--- src/rtl/spike_window_monitor.sv ---
// spike_window_monitor
//   Splits time into windows of WINDOW enabled cycles. For each window it
//   counts spikes (saturating) and records the offset of the first spike.
//   Each closed window is pushed into a DEPTH-entry FIFO drained over a
//   valid/ready interface. The neuron is never back-pressured: a record that
//   finds the FIFO full is dropped and drop_o is set (sticky).
//
// Ports:
//   clk_i        clock, rising edge
//   rst_i        asynchronous active-high reset
//   en_i         window advance enable; low freezes window and spike sampling
//   spike_i      spike input, sampled only when en_i=1
//   clr_i        synchronous clear: restart window, flush FIFO, clear drop_o
//   rec_valid_o  FIFO non-empty
//   rec_ready_i  consumer accepts head record
//   rec_count_o  spike count of head record (0 when empty)
//   rec_first_o  first-spike offset of head record (0 when empty)
//   drop_o       sticky: a record was discarded because the FIFO was full
//   fill_o       FIFO occupancy
module spike_window_monitor #(
  parameter int unsigned WINDOW = 256,
  parameter int unsigned CNT_W  = 8,
  parameter int unsigned DEPTH  = 4
) (
  input  logic                       clk_i,
  input  logic                       rst_i,
  input  logic                       en_i,
  input  logic                       spike_i,
  input  logic                       clr_i,
  output logic                       rec_valid_o,
  input  logic                       rec_ready_i,
  output logic [CNT_W-1:0]           rec_count_o,
  output logic [7:0]                 rec_first_o,
  output logic                       drop_o,
  output logic [$clog2(DEPTH):0]     fill_o
);

  localparam int unsigned AW = $clog2(DEPTH);
  localparam logic [7:0]       LastOff = 8'(WINDOW - 1);
  localparam logic [CNT_W-1:0] CntOne  = CNT_W'(1);
  localparam logic [CNT_W-1:0] CntMax  = {CNT_W{1'b1}};
  localparam logic [AW:0]      PtrOne  = (AW + 1)'(1);

  // Window accumulation state
  logic [7:0]       r_offset;
  logic [CNT_W-1:0] r_count;
  logic [7:0]       r_first;
  logic             r_seen;
  logic             r_drop;

  // FIFO storage and pointers (extra MSB distinguishes full from empty)
  logic [CNT_W-1:0] r_mem_count [DEPTH];
  logic [7:0]       r_mem_first [DEPTH];
  logic [AW:0]      r_wr_ptr;
  logic [AW:0]      r_rd_ptr;

  logic             w_spike;
  logic             w_close;
  logic [CNT_W-1:0] w_rec_count;
  logic [7:0]       w_rec_first;
  logic             w_empty;
  logic             w_full;
  logic             w_pop;
  logic             w_push;

  always_comb begin
    w_spike = en_i & spike_i;
    w_close = en_i && (r_offset == LastOff);

    // Record values include the spike sampled on the closing edge itself
    w_rec_count = r_count;
    if (w_spike && (r_count != CntMax)) begin
      w_rec_count = r_count + CntOne;
    end
    w_rec_first = r_first;
    if (w_spike && !r_seen) begin
      w_rec_first = r_offset;
    end

    w_empty = (r_wr_ptr == r_rd_ptr);
    w_full  = (r_wr_ptr[AW] != r_rd_ptr[AW]) &&
              (r_wr_ptr[AW-1:0] == r_rd_ptr[AW-1:0]);
    w_pop   = !clr_i && !w_empty && rec_ready_i;
    // A pop on the same edge frees the slot the push needs
    w_push  = !clr_i && w_close && (!w_full || w_pop);
  end

  always_ff @(posedge clk_i or posedge rst_i) begin
    if (rst_i) begin
      r_offset <= '0;
      r_count  <= '0;
      r_first  <= '0;
      r_seen   <= 1'b0;
      r_drop   <= 1'b0;
      r_wr_ptr <= '0;
      r_rd_ptr <= '0;
    end else if (clr_i) begin
      r_offset <= '0;
      r_count  <= '0;
      r_first  <= '0;
      r_seen   <= 1'b0;
      r_drop   <= 1'b0;
      r_wr_ptr <= '0;
      r_rd_ptr <= '0;
    end else begin
      if (en_i) begin
        if (w_close) begin
          r_offset <= '0;
          r_count  <= '0;
          r_first  <= '0;
          r_seen   <= 1'b0;
        end else begin
          r_offset <= r_offset + 8'd1;
          if (spike_i) begin
            r_count <= w_rec_count;
            r_first <= w_rec_first;
            r_seen  <= 1'b1;
          end
        end
      end
      if (w_push) begin
        r_wr_ptr <= r_wr_ptr + PtrOne;
      end
      if (w_pop) begin
        r_rd_ptr <= r_rd_ptr + PtrOne;
      end
      if (w_close && !w_push) begin
        r_drop <= 1'b1;
      end
    end
  end

  // Storage needs no reset: the pointers alone decide what is visible
  always_ff @(posedge clk_i) begin
    if (w_push) begin
      r_mem_count[r_wr_ptr[AW-1:0]] <= w_rec_count;
      r_mem_first[r_wr_ptr[AW-1:0]] <= w_rec_first;
    end
  end

  always_comb begin
    rec_valid_o = !w_empty;
    rec_count_o = '0;
    rec_first_o = '0;
    if (!w_empty) begin
      rec_count_o = r_mem_count[r_rd_ptr[AW-1:0]];
      rec_first_o = r_mem_first[r_rd_ptr[AW-1:0]];
    end
    drop_o = r_drop;
    fill_o = r_wr_ptr - r_rd_ptr;
  end

endmodule
--- config.mk ---
export PLATFORM = sky130hd
export DESIGN_NAME = spike_window_monitor
export DESIGN_NICKNAME = d
export VERILOG_FILES = /design/src/rtl/spike_window_monitor.sv
export SDC_FILE = /design/constraint.sdc
export NUM_CORES = 1
export LEC_CHECK = 0
export BUFFER_PORTS_ARGS = -buffer_cell sky130_fd_sc_hd__clkbuf_2
export CORE_ASPECT_RATIO = 0.7
export CORE_MARGIN = 2
export CORE_UTILIZATION = 50
export CTS_CLUSTER_DIAMETER = 80
export DETAILED_ROUTE_END_ITERATION = 8
export PLACE_DENSITY = 0.64
export SETUP_SLACK_MARGIN = 0.4
export SLEW_MARGIN = 0
export SYNTH_ARGS = -nofsm -noshare
export SYNTH_HDL_FRONTEND = slang
export SYNTH_SLANG_ARGS = --single-unit
--- constraint.sdc ---
create_clock -name clk_i -period 3.2 [get_ports clk_i]
set_input_delay 0.32 -clock clk_i [delete_from_list [all_inputs] [get_ports clk_i]]
set_output_delay 0.32 -clock clk_i [all_outputs]
set_load 0.02 [all_outputs]
# Word level (Yosys, flattened, before mapping)
# Memories as Yosys holds them, arrays and structs flattened.
# Index checks and enable logic that the tools add are counted.
[word_totals]
input_bits = 6
output_inout_bits = 21
ram_bits = 64
memories = 2
wordCells = 68
ff_bits = 32
[memory_table]
columns = ["memory", "depth", "width", "rd", "rd_ports_with_merged_regs", "wr", "line", "source"]
rows = [
  ["r_mem_count", 4, 8, 1, 0, 1, "52", "logic [CNT_W-1:0] r_mem_count [DEPTH];"],
  ["r_mem_first", 4, 8, 1, 0, 1, "53", "logic [7:0] r_mem_first [DEPTH];"],
]
[classes]
bitwise_logic = 1
n_addsub = 5
eq_ne = 5
n_reduce_logical = 21
muxes = 27
[ops]
columns = ["op", "n"]
rows = [
  ["8-bit 2-to-1 mux", 15],
  ["8-bit by 1-bit adder with 8-bit output, second input constant", 2],
  ["3-bit 2-to-1 mux", 4],
  ["1-bit logical AND", 9],
  ["8-bit equality test, second input constant", 1],
  ["1-bit 2-to-1 mux", 8],
  ["8-bit != test, second input constant", 1],
  ["2-bit nonzero test", 4],
  ["3-bit by 1-bit adder with 3-bit output, second input constant", 2],
  ["1-bit zero test", 5],
  ["3-bit equality test", 1],
  ["3-bit nonzero test", 1],
  ["3-bit subtractor", 1],
  ["2-bit equality test", 1],
  ["2-bit AND reduction", 1],
  ["1-bit AND", 1],
  ["1-bit logical OR", 1],
  ["1-bit != test", 1],
]

# Longest topological paths before layout
[logic_depth]
ltp_word = 10
mapped_depth = 8

# Worst setup path before layout
# Ideal clock, no wire load.
[synth_path]
kind = "register to register"
start = "register r_rd_ptr[1]"
end = "memory r_mem_count[3][0], enable pin"
t_required_ns = 2.815
arrival_time_ns = 2.305
n_path_buf = 2
stages_incl_launch_ff = 8
slack_ns = 0.511
cell_sequence = "dfrtp_1 > clkbuf_1 > clkbuf_1 > inv_1 > ha_1 > nand2_1 > nor3_2 > nor4b_4"
[synth_via]
elab_chain_cells = 8
word_cells_on_any_way = 11
cone_classes = "eq/ne (2); mux (2); reduce/logical (7)"
[synth_rtl]
columns = ["item", "line", "source"]
rows = [
  ["start, declared", "55", "logic [AW:0] r_rd_ptr;"],
  ["start signal, assigned", "125", "r_rd_ptr <= r_rd_ptr + PtrOne;"],
  ["3-bit equality test", "80", "w_empty = (r_wr_ptr == r_rd_ptr);"],
  ["1-bit zero test", "--", ""],
  ["1-bit logical AND (2 in series)", "83", "w_pop = !clr_i && !w_empty && rec_ready_i;"],
  ["1-bit logical OR *", "85", "w_push = !clr_i && w_close && (!w_full || w_pop);"],
  ["1-bit logical AND *", "85", ""],
  ["1-bit 2-to-1 mux *", "135", "if (w_push) begin"],
  ["1-bit 2-to-1 mux (implied by the code) *", "136", "r_mem_count[r_wr_ptr[AW-1:0]] <= w_rec_count;"],
  ["end, declared", "52", ""],
]
# Mark *: on every way between the ends. The rest lies on a longest branch, timed or not.

# Worst setup path in the final report
[layout_path]
start = "register r_offset[0]"
end = "memory r_mem_count[2][4], enable pin"
[layout_via]
elab_chain_cells = 6
[layout_rtl]
columns = ["item", "line", "source"]
rows = [
  ["start, declared", "45", "logic [7:0] r_offset;"],
  ["start signal, assigned", "113", "r_offset <= r_offset + 8'd1;"],
  ["8-bit equality test", "68", "w_close = en_i && (r_offset == LastOff);"],
  ["1-bit logical AND", "68", ""],
  ["1-bit logical AND (2 in series)", "85", ""],
  ["1-bit 2-to-1 mux", "135", ""],
  ["1-bit 2-to-1 mux (implied by the code)", "136", ""],
]
# No other way between the ends.

==> metrics.md <==
| Metric | Value |
|---|---|
| Initial antenna violation count | `0` |
| Gpl congestion | `0.7722` |
| Grt ovf | `0` |
| Final Cycle Share | `78.82%` |
| Final hold vios | `0` |
| Headroom to the max-slew limit | `43.70%` |
| Post-Syn Nets | `292` |
| Max Cap Viol | `0` |
| Share of the synthesized area in the top cell type | `45.85%` |
| Syn_area_per_cell | `15.19 µm²` |
| Worst setup EP type | `flip-flop` |
| Num ports | `27` |
| Number of global-route vias before repair | `2186` |
| CTS tree | `yes` |
| Residual DRC count | `0` |
| Worst skew pair latency | `0.34 ns` |
| Fin Clk Skew | `0.009860 ns` |
| Hold Path Class | `input port to async pin` |
| Number of synthesized register bits | `96` |
| Critical Path AT | `2.48 ns` |
| Status | `completed` |
| RSZ-0062 raised after global routing | `false` |
| Longest Clk Path Bufs | `2` |
| Power Total | `2.423 mW` |
| Synth cell types | `36` |
| Pin count of the biggest net entering global routing | `33` |
| YS warnings | `0` |
| Half-perimeter wire length after placement | `4.996 mm` |
| Internal power | `1.947 mW` |
| Clock Tree Root | `clkbuf_16` |
| CTS buffer count | `9` |
| Minimum clock period | `2.522 ns` |
| Drt pass-1 iters | `4` |
| Sw Ratio | `19.65%` |
| Pins over their slew limit | `0` |
| Seq pwr share | `54.8%` |
| Total track usage | `18.23%` |
| Mapped cell area | `0.004192 mm²` |
| Final ANT Viol Nets | `0` |
| Gate power share | `2.1%` |
| Vias | `2246` |
| First-pass GRT wire length | `11.95 mm` |
| Final setup viols | `0` |
| Core area | `0.008006 mm²` |
| Top FF cell, synth | `edfxtp_1` |
| Antenna cells | `0` |
| Setup tns final | `0 ns` |
| Largest cells by area after synthesis | `edfxtp_1, dfrtp_1, mux4_2, nor2b_1, mux2_2` |
| Critical path fanouts, max | `16` |
| Drt first-iter violations | `136` |
| CP startpoint kind | `flip-flop` |
| Die width | `113.4 µm` |
| Num rows | `27` |
| Routed vias/inst | `5.412` |
| Seq/Total Area, Yosys | `64.96%` |
| Count of input and output buffers | `26` |
| Share of layout cells above drive strength 1 | `25.80%` |
| Final WL | `7.456 mm` |
| Cell taking the most area after synthesis | `edfxtp_1` |
| Routed wire per std cell | `17.97 µm` |
| H-Tree Depth | `3` |
| Syn Inst Count | `276` |
| Worst-Margin Slew | `0.8445 ns` |
| Critical path type | `flip-flop to flip-flop` |
| Post-CTS sizing | `0` |
| Die H | `80.61 µm` |
| Initial Util | `52.35%` |
| Pleak | `1.796 nW` |
| Die area | `0.009143 mm²` |
| Max Fclk | `396.5 MHz` |
| CP Data Required Time | `3.16 ns` |
| P&R area growth vs syn | `13.28%` |
| Post-synth EDFFs | `64` |
| VDD IR max | `0.0003977 V` |
| Clock slew at reported path FFs | `0.07 ns` |
| Post-synth ARST share | `33.33%` |
| Nets | `325` |
| Part of the power in the clock network | `43.2%` |
| Power Density | `510.2 mW/mm²` |
| Net Switching | `0.4762 mW` |
| Setup repair bufs after CTS | `0` |
| Hold buffers post-CTS | `0` |
| Number of clock sinks | `96` |
[power groups by stage]
stage | clock, mW | combinational (mW) | sequential (mW)
after floorplan | 0 | 0.0358 | 1.35
after global placement | 0 | 0.0503 | 1.35
after detailed placement | 0 | 0.0507 | 1.35
after CTS | 1.07 | 0.0510 | 1.33
after global routing | 1.12 | 0.0566 | 1.33
final | 1.05 | 0.0500 | 1.33
[critical path, cell delays in order, from the launching register on]
cell and delay, ns:
dfrtp_1 0.39, ha_1 0.22, nand4_2 0.15, or3_4 0.46, nor3_2 0.22, and2_1 0.69
[final timing paths]
path	endpoint	slack, ns	start	cells past startpoint
hold / removal	r_count[1]	0.04	rst_i	3
min in group clk_i	r_rd_ptr[2]	0.37	rec_ready_i	4
hold reg to reg	r_seen	0.49	r_seen	2
max in group asynchronous	r_rd_ptr[1]	2.85	rst_i	3
setup reg to reg	r_mem_count[2][4]	0.68	r_offset[0]	5
setup / recovery	r_mem_count[2][4]	0.68	r_offset[0]	5
[per-layer routing]
| layer | global-route usage [%] | wire length, µm |
|---|---|---|
| met3 | 4.830 | 262 |
| met4 | 5.854 | 68 |
| met5 | 0 | 0 |
| met1 | 27.81 | 3883 |
| met2 | 25.51 | 3242 |
[cell type report]
type / count / area [µm²]
clock inverter: 6 / 68.82
clock buffer: 10 / 229.0
timing repair buffer: 33 / 182.7
multi-input combinational: 161 / 1389
sequential: 96 / 2723
inverter: 8 / 30.03
fill: 625 / 3258
tap: 101 / 126.4
[stage by stage]
stage	utilization [%]	instance area, µm²	hold slack [ns]	setup slack, ns	instances
3_3_place_gp	55.59	4451	0.4130	0.7580	399
5_1_grt	59.31	4748	0.09502	0.4970	415
6_report	59.31	4748	0.04201	0.6778	415
3_5_place_dp	55.59	4451	0.4230	0.6512	399
4_1_cts	59.31	4748	0.06059	0.6380	415
2_1_floorplan	-	4192	0.4362	0.5107	276
[kinds of logic after synthesis]
kind of cell | after synthesis | synth area share (%)
multiplexers | 32 | 12.81
AO/OA/AOI/OAI | 17 | 2.537
buffers and inverters | 19 | 1.910
XOR/XNOR | 11 | 2.298
adder cells (fa/ha/maj) | 10 | 3.164
flip-flops | 96 | 64.96
AND/OR/NAND/NOR | 91 | 12.33
[state kept, by name, indices dropped and copies added, names as in the netlist]
signal       flops
r_mem_count     32
r_mem_first     32
r_count          8
r_first          8
r_offset         8
r_rd_ptr         3
r_wr_ptr         3
drop_o           1
r_seen           1
[synthesized netlist by cell type, types with 5 or more instances]
master and instances:
nor3_1 5, xor2_1 6, ha_1 9, nand2_1 11, nor2b_1 31, dfrtp_1 32
buf_2 7, mux4_2 16, a21oi_1 5, nor2_1 22, inv_1 8, edfxtp_1 64
xnor2_1 5, mux2_2 12
[cell usage in the layout (no fill, tap or decap), types with 2 or more instances in the layout]
master and n:
o2111ai_1 3, clkinv_4 2, inv_1 8, buf_4 7
xnor2_1 5, nand2b_1 4, nor2b_1 31, nand4_1 3
nand3_1 2, mux4_2 16, nor3_1 5, nand2_1 11
or3_1 2, and2_1 4, edfxtp_1 64, nor2_1 22
o211ai_1 2, o21ai_0 4, clkbuf_16 9, nor3_2 2
xor2_1 6, mux2i_1 3, mux2_2 12, dfrtp_1 32
clkbuf_2 26, a21oi_1 5, ha_1 9
Power figures use the tool's default switching activity.
